`src/rtl/multicycle_controller.sv`:
```
// ----------------------------------------------------------------------------
// multicycle_controller
//
// Control FSM for a multicycle RISC-V style datapath handling LW, SW, BEQ and
// R-type instructions. Each instruction walks FETCH -> DECODE -> EXEC
// [-> MEM] [-> WB]. Any unsupported opcode parks the FSM in TRAP until reset.
//
// Parameters
//   INSTRET_W     width of the retired-instruction counter
//
// Ports
//   clk           clock, all state changes on the rising edge
//   rst_n         asynchronous active-low reset
//   opcode[6:0]   instruction[6:0] from the instruction register
//   zero          ALU zero flag (used by BEQ in EXEC)
//   mem_ready     completion strobe for the current mem_req
//   mem_req       memory access request
//   mem_we        memory write enable (1 = store)
//   mem_addr_sel  memory address select (0 = PC, 1 = ALU result)
//   ir_write      instruction register load strobe
//   pc_write      PC load strobe
//   pc_src        PC source (0 = PC+4, 1 = branch target)
//   alu_src_b     ALU B select (0 = rs2, 1 = immediate)
//   alu_op[1:0]   ALU operation (00 add, 01 subtract, 10 funct-decoded)
//   reg_write     register file write strobe
//   mem_to_reg    writeback select (1 = memory data, 0 = ALU result)
//   illegal       sticky illegal-opcode flag
//   state[2:0]    current FSM state encoding
//   instret       retired-instruction count (wraps silently)
// ----------------------------------------------------------------------------
module multicycle_controller #(
    parameter int INSTRET_W = 32
) (
    input  logic                 clk,
    input  logic                 rst_n,
    input  logic [6:0]           opcode,
    input  logic                 zero,
    input  logic                 mem_ready,
    output logic                 mem_req,
    output logic                 mem_we,
    output logic                 mem_addr_sel,
    output logic                 ir_write,
    output logic                 pc_write,
    output logic                 pc_src,
    output logic                 alu_src_b,
    output logic [1:0]           alu_op,
    output logic                 reg_write,
    output logic                 mem_to_reg,
    output logic                 illegal,
    output logic [2:0]           state,
    output logic [INSTRET_W-1:0] instret
);

    typedef enum logic [2:0] {
        S_FETCH  = 3'd0,
        S_DECODE = 3'd1,
        S_EXEC   = 3'd2,
        S_MEM    = 3'd3,
        S_WB     = 3'd4,
        S_TRAP   = 3'd5
    } state_t;

    localparam logic [6:0] OP_LW  = 7'b0000011;
    localparam logic [6:0] OP_SW  = 7'b0100011;
    localparam logic [6:0] OP_BEQ = 7'b1100011;
    localparam logic [6:0] OP_R   = 7'b0110011;

    localparam logic [1:0] ALU_ADD   = 2'b00;
    localparam logic [1:0] ALU_SUB   = 2'b01;
    localparam logic [1:0] ALU_FUNCT = 2'b10;

    state_t                 state_reg;
    state_t                 state_next;
    logic [6:0]             opcode_q;
    logic                   illegal_reg;
    logic [INSTRET_W-1:0]   instret_reg;
    logic                   retire;

    // Raw (ungated) control outputs produced by the next-state logic.
    logic                   mem_req_raw;
    logic                   mem_we_raw;
    logic                   mem_addr_sel_raw;
    logic                   ir_write_raw;
    logic                   pc_write_raw;
    logic                   pc_src_raw;
    logic                   alu_src_b_raw;
    logic [1:0]             alu_op_raw;
    logic                   reg_write_raw;
    logic                   mem_to_reg_raw;

    // Instruction class of the latched opcode; only opcode_q steers the
    // later states so the IR may change underneath without effect.
    logic is_lw;
    logic is_sw;
    logic is_beq;
    logic is_r;

    assign is_lw  = (opcode_q == OP_LW);
    assign is_sw  = (opcode_q == OP_SW);
    assign is_beq = (opcode_q == OP_BEQ);
    assign is_r   = (opcode_q == OP_R);

    function automatic logic op_supported(input logic [6:0] op);
        return (op == OP_LW) || (op == OP_SW) || (op == OP_BEQ) || (op == OP_R);
    endfunction

    // ------------------------------------------------------------------
    // State and bookkeeping registers
    // ------------------------------------------------------------------
    always_ff @(posedge clk or negedge rst_n) begin
        if (!rst_n) begin
            state_reg   <= S_FETCH;
            opcode_q    <= 7'd0;
            illegal_reg <= 1'b0;
            instret_reg <= '0;
        end else begin
            state_reg <= state_next;
            if (state_reg == S_DECODE) begin
                opcode_q <= opcode;
            end
            // Set on the edge entering TRAP so the flag is visible for the
            // whole time the FSM sits there.
            if (state_next == S_TRAP) begin
                illegal_reg <= 1'b1;
            end
            if (retire) begin
                instret_reg <= instret_reg + INSTRET_W'(1);
            end
        end
    end

    // ------------------------------------------------------------------
    // Next-state and control decode
    // ------------------------------------------------------------------
    always_comb begin
        state_next       = state_reg;
        retire           = 1'b0;
        mem_req_raw      = 1'b0;
        mem_we_raw       = 1'b0;
        mem_addr_sel_raw = 1'b0;
        ir_write_raw     = 1'b0;
        pc_write_raw     = 1'b0;
        pc_src_raw       = 1'b0;
        alu_src_b_raw    = 1'b0;
        alu_op_raw       = ALU_ADD;
        reg_write_raw    = 1'b0;
        mem_to_reg_raw   = 1'b0;

        case (state_reg)
            S_FETCH: begin
                // Request is held constant for as long as memory stalls.
                mem_req_raw = 1'b1;
                if (mem_ready) begin
                    ir_write_raw = 1'b1;
                    pc_write_raw = 1'b1;
                    state_next   = S_DECODE;
                end
            end

            S_DECODE: begin
                state_next = op_supported(opcode) ? S_EXEC : S_TRAP;
            end

            S_EXEC: begin
                if (is_lw || is_sw) begin
                    alu_src_b_raw = 1'b1;
                    alu_op_raw    = ALU_ADD;
                    state_next    = S_MEM;
                end else if (is_r) begin
                    alu_op_raw = ALU_FUNCT;
                    state_next = S_WB;
                end else if (is_beq) begin
                    alu_op_raw = ALU_SUB;
                    // Branch taken: PC <- PC + imm in this same cycle.
                    if (zero) begin
                        pc_write_raw = 1'b1;
                        pc_src_raw   = 1'b1;
                    end
                    retire     = 1'b1;
                    state_next = S_FETCH;
                end else begin
                    // opcode_q is always a supported opcode here; keep the
                    // FSM safe should it ever be corrupted.
                    state_next = S_TRAP;
                end
            end

            S_MEM: begin
                mem_req_raw      = 1'b1;
                mem_addr_sel_raw = 1'b1;
                mem_we_raw       = is_sw;
                if (mem_ready) begin
                    if (is_sw) begin
                        retire     = 1'b1;
                        state_next = S_FETCH;
                    end else begin
                        state_next = S_WB;
                    end
                end
            end

            S_WB: begin
                reg_write_raw  = 1'b1;
                mem_to_reg_raw = is_lw;
                retire         = 1'b1;
                state_next     = S_FETCH;
            end

            S_TRAP: begin
                state_next = S_TRAP;
            end

            default: begin
                // Unused encodings 6 and 7 recover to FETCH.
                state_next = S_FETCH;
            end
        endcase
    end

    // ------------------------------------------------------------------
    // Outputs. The state register already reads FETCH during reset, but
    // FETCH would normally drive mem_req, so every strobe is additionally
    // masked by rst_n to keep the bus quiet while reset is held.
    // ------------------------------------------------------------------
    assign mem_req      = rst_n & mem_req_raw;
    assign mem_we       = rst_n & mem_we_raw;
    assign mem_addr_sel = rst_n & mem_addr_sel_raw;
    assign ir_write     = rst_n & ir_write_raw;
    assign pc_write     = rst_n & pc_write_raw;
    assign pc_src       = rst_n & pc_src_raw;
    assign alu_src_b    = rst_n & alu_src_b_raw;
    assign alu_op       = alu_op_raw & {2{rst_n}};
    assign reg_write    = rst_n & reg_write_raw;
    assign mem_to_reg   = rst_n & mem_to_reg_raw;

    assign illegal = illegal_reg;
    assign state   = state_reg;
    assign instret = instret_reg;

endmodule

```
`config.mk`:
```
export PLATFORM = sky130hd
export DESIGN_NAME = multicycle_controller
export DESIGN_NICKNAME = d
export VERILOG_FILES = /design/src/rtl/multicycle_controller.sv
export SDC_FILE = /design/constraint.sdc
export NUM_CORES = 1
export LEC_CHECK = 0
export ABC_CLOCK_PERIOD_IN_PS = 1900
export CORE_ASPECT_RATIO = 1.1
export CORE_UTILIZATION = 44
export CTS_CLUSTER_DIAMETER = 120
export DETAILED_ROUTE_END_ITERATION = 6
export GPL_TIMING_DRIVEN = 0
export HOLD_SLACK_MARGIN = 0.08
export PLACE_DENSITY = 0.76
export SETUP_SLACK_MARGIN = 0.2
export SYNTH_ARGS = -nofsm -noshare
export SYNTH_HDL_FRONTEND = slang
export SYNTH_SLANG_ARGS = --single-unit
```
`constraint.sdc`:
```
create_clock -name clk -period 1.9 [get_ports clk]
set_input_delay 0.475 -clock clk [delete_from_list [all_inputs] [get_ports clk]]
set_output_delay 0.475 -clock clk [all_outputs]
set_load 0.02 [all_outputs]
```
# == Yosys cells after proc, flatten, opt, wreduce, memory -nomap -nowiden ==
# Index checks and enable logic that the tools add are counted.
# classes
n_bitwise,10
div_mod_pow,0
n_mux,33
n_eq_ne,14
add_sub_neg,1
reduce_logical,6
multipliers,0
n_shift,0
order_cmp,0
# ops
operator,n
$add 32x1->32 const B,1
$eq 7x6->1 const B,4
$mux 3,7
$mux 1,20
$pmux 3 s5,1
$eq 7x2->1 const B,2
$eq 7x7->1 const B,2
$and 1x1->1,9
$eq 3x3->1 const B,3
$eq 3x2->1 const B,2
$mux 2,3
$logic_or 1x1->1,4
$eq 3x1->1 const B,1
$logic_not 3->1,1
$pmux 1 s3,1
$and 2x2->2,1
$pmux 1 s2,1
$reduce_or 2->1,1
# word_totals
mem_bits_ro,0
mem_bits_rw,0
wordCells,68
inputBits,11
memories,0
out_inout_bits,47
regBits,43
latch_bits,0

# == Logic depth before layout (Yosys ltp) ==
# Gate-level depths: netlist (run 1).
# logic_depth
word_depth,7
mapped_depth,7
depth_no_buf,6

# == Worst setup path after synthesis (run 1) ==
# OpenSTA, ideal clock, no wires.
# synth_path
path_kind,flip-flop to output port
start,register state_reg[0] (netlist: state[0])
end,output port pc_write
n_path_buf,1
arrival_ns,1.962
path_stages_with_launch,7
path_slack_ns,-0.537
required_ns,1.425
path_cell_list,dfrtp_1 > buf_2 > nor2b_1 > nand2_1 > nor3_1 > and2_1 > or2_2
# synth_via
elab_chain_len,3
word_cells_on_any_way,4
cone_classes,eq/ne: 1; mux: 1; bitwise: 1; reduce/logical: 1
# synth_lines
item,line_no,text
from (decl),72,state_t state_reg;
from (signal assigned),117,state_reg <= state_next;
$eq 3x2->1 / $logic_not 3->1 (equally long branches),149,case (state_reg)
$pmux 1 s2 (*),149,
$and 1x1->1 (*),229,assign pc_write = rst_n & pc_write_raw;
to (decl),43,"output logic pc_write,"
# Every way passes the cells marked *; elsewhere a longest branch is shown, timed or not.

# == Worst setup path in the final report (run 1) ==
# layout_path
start,register state_reg[0] (netlist: state[0])
end,register instret_reg[30] (netlist: instret[30])
# layout_via
elab_chain_len,2
word_cells_on_any_way,4
cone_classes,eq/ne: 3; mux: 1
# layout_lines
item,line_no,text
$eq 3x3->1 / $eq 3x2->1 (equally long branches),149,
$pmux 1 s3 (*),149,
to (signal assigned),127,instret_reg <= instret_reg + INSTRET_W'(1);
to (decl),76,logic [INSTRET_W-1:0] instret_reg;
# Marks and branches as above.
# A chain may end at the register's enable or synchronous reset.

==> results of run 1 <==
## per-stage QoR
step	setup slack [ps]	setup TNS, ps	utilization (%)	power [mW]
CTS	-223	-1240	75.1	3.09
global placement	-2450	-76690	63.7	2.23
floorplan	-67.5	-654	-	1.91
detailed placement	-1060	-23250	64.1	2.26
finish	-239	-5270	79.2	3.33
global route	-306	-7700	79.2	3.47
## critical path, stage by stage (launching register included)
cell and delay (ps):
dfrtp_2 420, buf_8 140, buf_6 110, buf_6 110, nor2b_1 190, o2111a_2 300
buf_6 120, o21ai_4 70, buf_4 170, nor4_4 280, xnor2_1 150
## synth_stat cells (all sizes together)
cell type / instances
dfrtp: 43
xor2: 27
nand2: 25
nor3: 20
nor2: 13
nand3: 9
nor2b: 8
and3: 7
inv: 7
nand4: 7
mux2: 6
buf: 5
xnor2: 5
o211ai: 4
and2: 3
nor4: 3
o21ai: 3
clkbuf: 2
maj3: 2
nor4b: 2
o31ai: 2
or2: 2
or3: 2
a21oi: 1
and3b: 1
and4: 1
and4bb: 1
ha: 1
nand2b: 1
nor3b: 1
o2111a: 1
## worst max path at each step
stage,startpoint,end,cells after the start
floorplan,opcode_q[2],pc_write,5
global placement,rst_n,pc_write,7
detailed placement,rst_n,pc_write,8
CTS,opcode_q[3],pc_write,6
global route,state[0],instret[24],10
finish,state[0],instret[30],10
## cell families (layout without fill, tap and decap cells)
group                    count (synthesis)  in the layout
buffers and inverters                   14            112
AO/OA/AOI/OAI                           11             11
multiplexers                             6              6
XOR/XNOR                                32             32
AND/OR/NAND/NOR                        106            106
flip-flops                              43             43
adder cells (fa/ha/maj)                  3              3
## what timing repair did
| item | 4_1_cts | 5_1_grt |
|---|---|---|
| setup buffers | 20 | 7 |
| pin swaps | 16 | 13 |
| cloned | 3 | 0 |
| setup endpoints to repair | 86 | 55 |
| hold buffers | 2 | 0 |
| resized for setup | 150 | 39 |
| hold endpoints to repair | 14 | 0 |
## layout by cell type (no fill, tap or decap), types with 7 or more instances in the layout
cell,netlist,routed
nand2_1,25,22
buf_6,1,14
dlygate4sd2_1,0,34
inv_1,7,7
clkdlybuf4s50_1,0,8
xor2_1,27,27
dfrtp_1,43,35
nor3_4,0,13
nand3_1,8,7
nor2_4,0,9
nand4_1,7,7
buf_4,0,24
dfrtp_2,0,8
clkbuf_8,0,7
## routing by layer
metal / vias to the layer above / part of all wire (%) / routed length (um)
li1: 934 / - / -
met1: 1009 / 40 / 2690
met2: 76 / 53 / 3560
met3: 16 / 4.4 / 293
met4: 0 / 2.0 / 134
met5: - / 0 / 0
## power by group
part | internal, mW | switching, mW | leakage (nW)
clock | 0.332 | 0.310 | 0.0515
sequential | 1.08 | 0.165 | 0.540
combinational | 0.721 | 0.724 | 1.35
## final cells by class
class                   count  area, sq um
clock buffers               8          100
repair buffers             90          873
fillers                   270          982
flip-flops and latches     43         1090
plain buffers               7         95.1
inverters                   7         26.3
well taps                  56         70.1
multi-input cells         158         1480
==> impl_results.md, run 1 <==
- Crit path DAT: 2360 ps
- Hold WC Path Type: in2async
- DR pass1 iterations: 4
- Buffer levels on the longest clock path: 2
- Syn nets: 227
- IO Pins: a little under 60
- Top cell type's share of synthesized area: 49.3%
- Crit end category: flip-flop
- Post-Synth XOR/XNOR Area: 12.8%
- Share of layout cells above drive strength 1: ~42%
- Largest family of logic cells by synthesized area: simple AND/OR/NAND/NOR gates
- Worst Setup Slack, final: -239 ps
- Netlist Area Pre-Place: 0.00218 sq mm
- Worst r2r src: state[0]
- Clock Tree Root: clkbuf_8
- #FFs+latches synth: 43
- DIE AREA: 0.00525 sq mm
- WS Path Type: reg2reg
- Worst R2R End: instret[30]
- H-tree depth: 2
- R2R setup slack: -240 ps
- Final Cell Area: 0.00373 sq mm
- Run status: finished, violations left
- Routability cong.: about 0.8
- Max Clock Skew: 7.66 ps
- Hold slack: 196 ps
- Gr usage total: 24.3%
- Largest net degree at the start of global routing: 17
- Final Hold Fails: 0
- Slew margin rel.: 60.0%
- CTS clk-pin slew, worst paths: 80 ps
- First-pass GRT wire length: 9760 um
- Placement row count: 26
- Initial core utilization: 46.3%
- Leakage: 1.95 nW
- Register area share after synthesis: 49.3%
- Placed Area: 0.00302 sq mm
- Avg Synthesized Cell Area: 10.2 sq um
- Drt via density: ~5.5
- Max Fclk: 467 MHz
- Met1 GRT Util: between 20% and 30%
- Synth Area in Adders: 1.49%
- YS warnings: 0
- I/O Buffers: between 50 and 60
- Worst EP required: 2120 ps
- Syn Inst Count: 215
- P&R area growth vs syn: 71.1%
- Final setup fails: 38
- Cell taking the most area after synthesis: dfrtp_1
- Wire per inst: about 18 um
- CTS buffer count: 5
- Grt total ovfl: 0
- Startpoint types: flip-flop
- Core outline area: 0.00472 sq mm
- Post-layout net count: 324
- TritonCTS clock tree: done
- VDD IR max: 0.598 mV
- Worst skew pair latency: 300 ps
- Cell variety after synth: 36
- PD cells: 891 mW/mm^2
- Die W: 69.2 um
- Diodes inserted: 0
- Tcrit/Tclk final: 113%
- Detailed placement HPWL: 3580 um
- Clock Sinks: 43
- Worst Reg-to-Reg Cells: 10
- First DRT Iteration DRCs: 159
- Vias: 2035
- Compound-Gate Fraction of Synth Area: 3.50%
- Max-slew violation count: 0
- Initial antenna violation count: 0
- Vias in the first global route: 1939
- Max Cap Violations: 0
- RSZ-0062 raised after global routing: true
- Synth Area in Simple Gates: 26.8%
- DIE HEIGHT: 75.9 um
- Min Tclk post-route: 2140 ps
- Failing checks: negative setup slack
- Routed wire length: 6680 um
- Crit Path Max Fanout: 4
- GR Util met3: 4.76%
- Max reg flops: 32
- Worst Max-Slew Pin Slew: approximately 600 ps
- Post-synthesis mux area share: 3.09%
- Post-route insts no fill: 369
- Antenna Nets Post-Route: 0
- GR Util met2: ~45%
- GRT Max-Usage Layer: met2
- DRC: 0
- Placed cells: 329
- Top post-synthesis cells by area: dfrtp_1 49%, xor2_1 11%, nand2_1 4.3%, nor3_1 3.7%, mux2_2 3.1%
(Power assumes the default switching activity.)
==> run 2: changes to the inputs <==
CTS_BUF_LIST = sky130_fd_sc_hd__clkbuf_8 sky130_fd_sc_hd__clkbuf_16   (was unset)
RECOVER_POWER = 50   (was unset)
==> impl_results.md, run 2 (synthesis gave the netlist of run 1 again) <==
- Worst EP required: 1420 ps (-700 ps)
- Max-slew violation count: 0 (unchanged)
- Routability cong.: 0.793 (unchanged)
- Top cell by count, worst path: buf_4
- Gr usage total: 24.5% (+0.15 points)
- Leakage: 1.92 nW (-1.6%)
- R2R setup slack: -200 ps (+40 ps)
- Buffer levels on the longest clock path: 2 (unchanged)
- DR pass1 iterations: 4 (unchanged)
- Max Cap Violations: 0 (unchanged)
- Worst skew pair latency: 300 ps (about the same)
- Max Fclk: 473 MHz (+1.2%)
- Slew margin rel.: 36.2% (-24 points)
- Worst R2R End: instret[28]
- DRC: 0 (unchanged)
- Crit path DAT: 1640 ps (-720 ps)
- Most frequent cells in the layout: 36 x dfrtp_1, 36 x dlygate4sd2_1, 27 x xor2_1
- Hold WC Path Type: in2async
- Min Tclk post-route: 2110 ps (-24.8 ps)
- Buf+Inv Stages, Crit Path: 2 (-3)
- Crit end category: primary output
- Initial core utilization: 46.3% (unchanged)
- P&R area growth vs syn: 68.7%
- Clock Tree Root: clkbuf_8
- Initial antenna violation count: 0 (unchanged)
- TritonCTS clock tree: done
- Worst Reg-to-Reg Cells: 10 (unchanged)
- Worst Setup Slack, final: -214 ps (+24.8 ps)
- Final Hold Fails: 0 (unchanged)
- Max reg flops: 32 (unchanged)
- Failing checks: negative setup slack
- Wire per inst: 18.0 um (-0.73%)
- Top delay family on crit path: simple AND/OR/NAND/NOR gates
- First-pass GRT wire length: 9830 um (+0.78%)
- First DRT Iteration DRCs: 125 (-21%)
- Vias in the first global route: 1957 (+0.93%)
- Max Clock Skew: 10.6 ps (+2.95 ps)
- IO Pins: 58 (unchanged)
- Fillcell total: 280 (+3.7%)
- Drt via density: 5.42 (-1.8%)
- Core outline area: 0.00472 sq mm (unchanged)
- Largest net degree at the start of global routing: 17 (unchanged)
- Die W: 69.2 um (unchanged)
- Worst r2r src: state[0]
- Startpoint types: flip-flop
- Antenna Nets Post-Route: 0 (unchanged)
- Placement row count: 26 (unchanged)
- Routed wire length: 6640 um (-0.73%)
- Tcrit/Tclk final: 111% (-1.3 points)
- Detailed placement HPWL: 3580 um (unchanged)
- Worst Max-Slew Pin Slew: 956 ps (+359 ps)
- Clock Sinks: 43 (unchanged)
- Final Cell Area: 0.00368 sq mm (-1.4%)
- Post-layout net count: 324 (unchanged)
- Placed Area: 0.00302 sq mm (unchanged)
- Crit-path slowest cell: dfrtp_1
- Crit Path Max Fanout: 3 (-1)
- Placed cells: 329 (unchanged)
- Cell Chain, Critical Path: and4bb_2, buf_4, nand3_1, nor4_2, buf_4
- WS Path Type: reg2out
- CTS clk-pin slew, worst paths: 80 ps (about the same)
- Grt total ovfl: 0 (unchanged)
- Run status: finished, violations left
- Critical Path End: alu_op[1]
- PD cells: 892 mW/mm^2 (+0.12%)
- CP peak stage delay: 380 ps (-40 ps)
- DIE AREA: 0.00525 sq mm (unchanged)
- Diodes inserted: 0 (unchanged)
- VDD IR max: 0.608 mV (+1.7%)
- Share of layout cells above drive strength 1: 39.9% (-2.2 points)
- CP Depth: 5 (-5)
- I/O Buffers: 57 (unchanged)
- Vias: 1999 (-1.8%)
- Post-route insts no fill: 369 (unchanged)
- CTS buffer count: 5 (unchanged)
- DIE HEIGHT: 75.9 um (unchanged)
- H-tree depth: 2 (unchanged)
- Tot Pwr: 3.29 mW (-1.3%)
- Setup crit start: opcode_q[3]
- RSZ-0062 raised after global routing: true
- Final setup fails: 37 (-2.6%)
==> run 2: changes by cell type in the layout (fill, tap and decap cells not counted), sizes merged <==
cell,before,now
dlygate4sd2,34,36
clkdlybuf4s15,2,0
clkbuf,10,14
buf,48,44
inv,7,8
bufbuf,1,0
==> run 2: report_power, final <==
| part | internal [mW] | switching, mW | total [mW] |
|---|---|---|---|
| clock network | 0.327 | 0.318 | 0.645 |
| logic | 0.682 | 0.710 | 1.39 |
| registers | 1.08 | 0.173 | 1.25 |
| total | 2.09 | 1.20 | 3.29 |
==> run 2: routing by layer <==
metal  wire [um]  GRT usage [%]  up-vias
met4         189           8.39        0
met2        3500           44.9       70
met5           0              0        -
met3         266           4.50       21
met1        2680           29.6      976
li1            -              -      932
==> run 2: tightest hold or removal path, cell delays in order <==
cell and delay (ps):
buf_8 90, buf_12 100, clkbuf_1 410
==> run 2: per-stage QoR <==
| step | setup slack (ps) | setup TNS [ps] | hold WS, ps | utilization, % |
|---|---|---|---|---|
| floorplan | -67.5 | -654 | 179 | - |
| global placement | -2450 | -76690 | 473 | 63.7 |
| detailed placement | -1060 | -23250 | 400 | 64.1 |
| CTS | -223 | -1260 | 188 | 75.7 |
| global route | -277 | -7090 | 351 | 78.1 |
| finish | -214 | -4510 | 320 | 78.1 |
==> run 2: repair_timing <==
item | 4_1_cts | 5_1_grt
gates cloned | 3 | 0
gates resized for setup | 155 | 27
buffers inserted | 20 | 7
pin swaps | 18 | 16
endpoints found under the setup margin | 86 | 53
hold buffers | 2 | 0
hold endpoints to repair | 14 | 0
==> run 2: worst min-delay path by stage <==
stage / start / to / slack, ps / cells after the start
global route: rst_n / instret[1] / 350 / 3
CTS: rst_n / instret[1] / 190 / 3
floorplan: rst_n / illegal / 180 / 0
global placement: instret[27] / instret[27] / 470 / 1
detailed placement: rst_n / instret[8] / 400 / 1
finish: rst_n / instret[1] / 320 / 3
==> run 2: cell type report <==
cell class                      count  area (sq um)  share of cell area, %
Tap cell                           56          70.1                   1.90
Multi-Input combinational cell    158          1470                   39.8
Clock buffer                        7          96.3                   2.62
Clock inverter                      1          3.75                  0.102
Timing Repair Buffer               90           841                   22.8
Sequential cell                    43          1080                   29.4
Inverter                            7          26.3                  0.713
Buffer                              7          95.1                   2.58
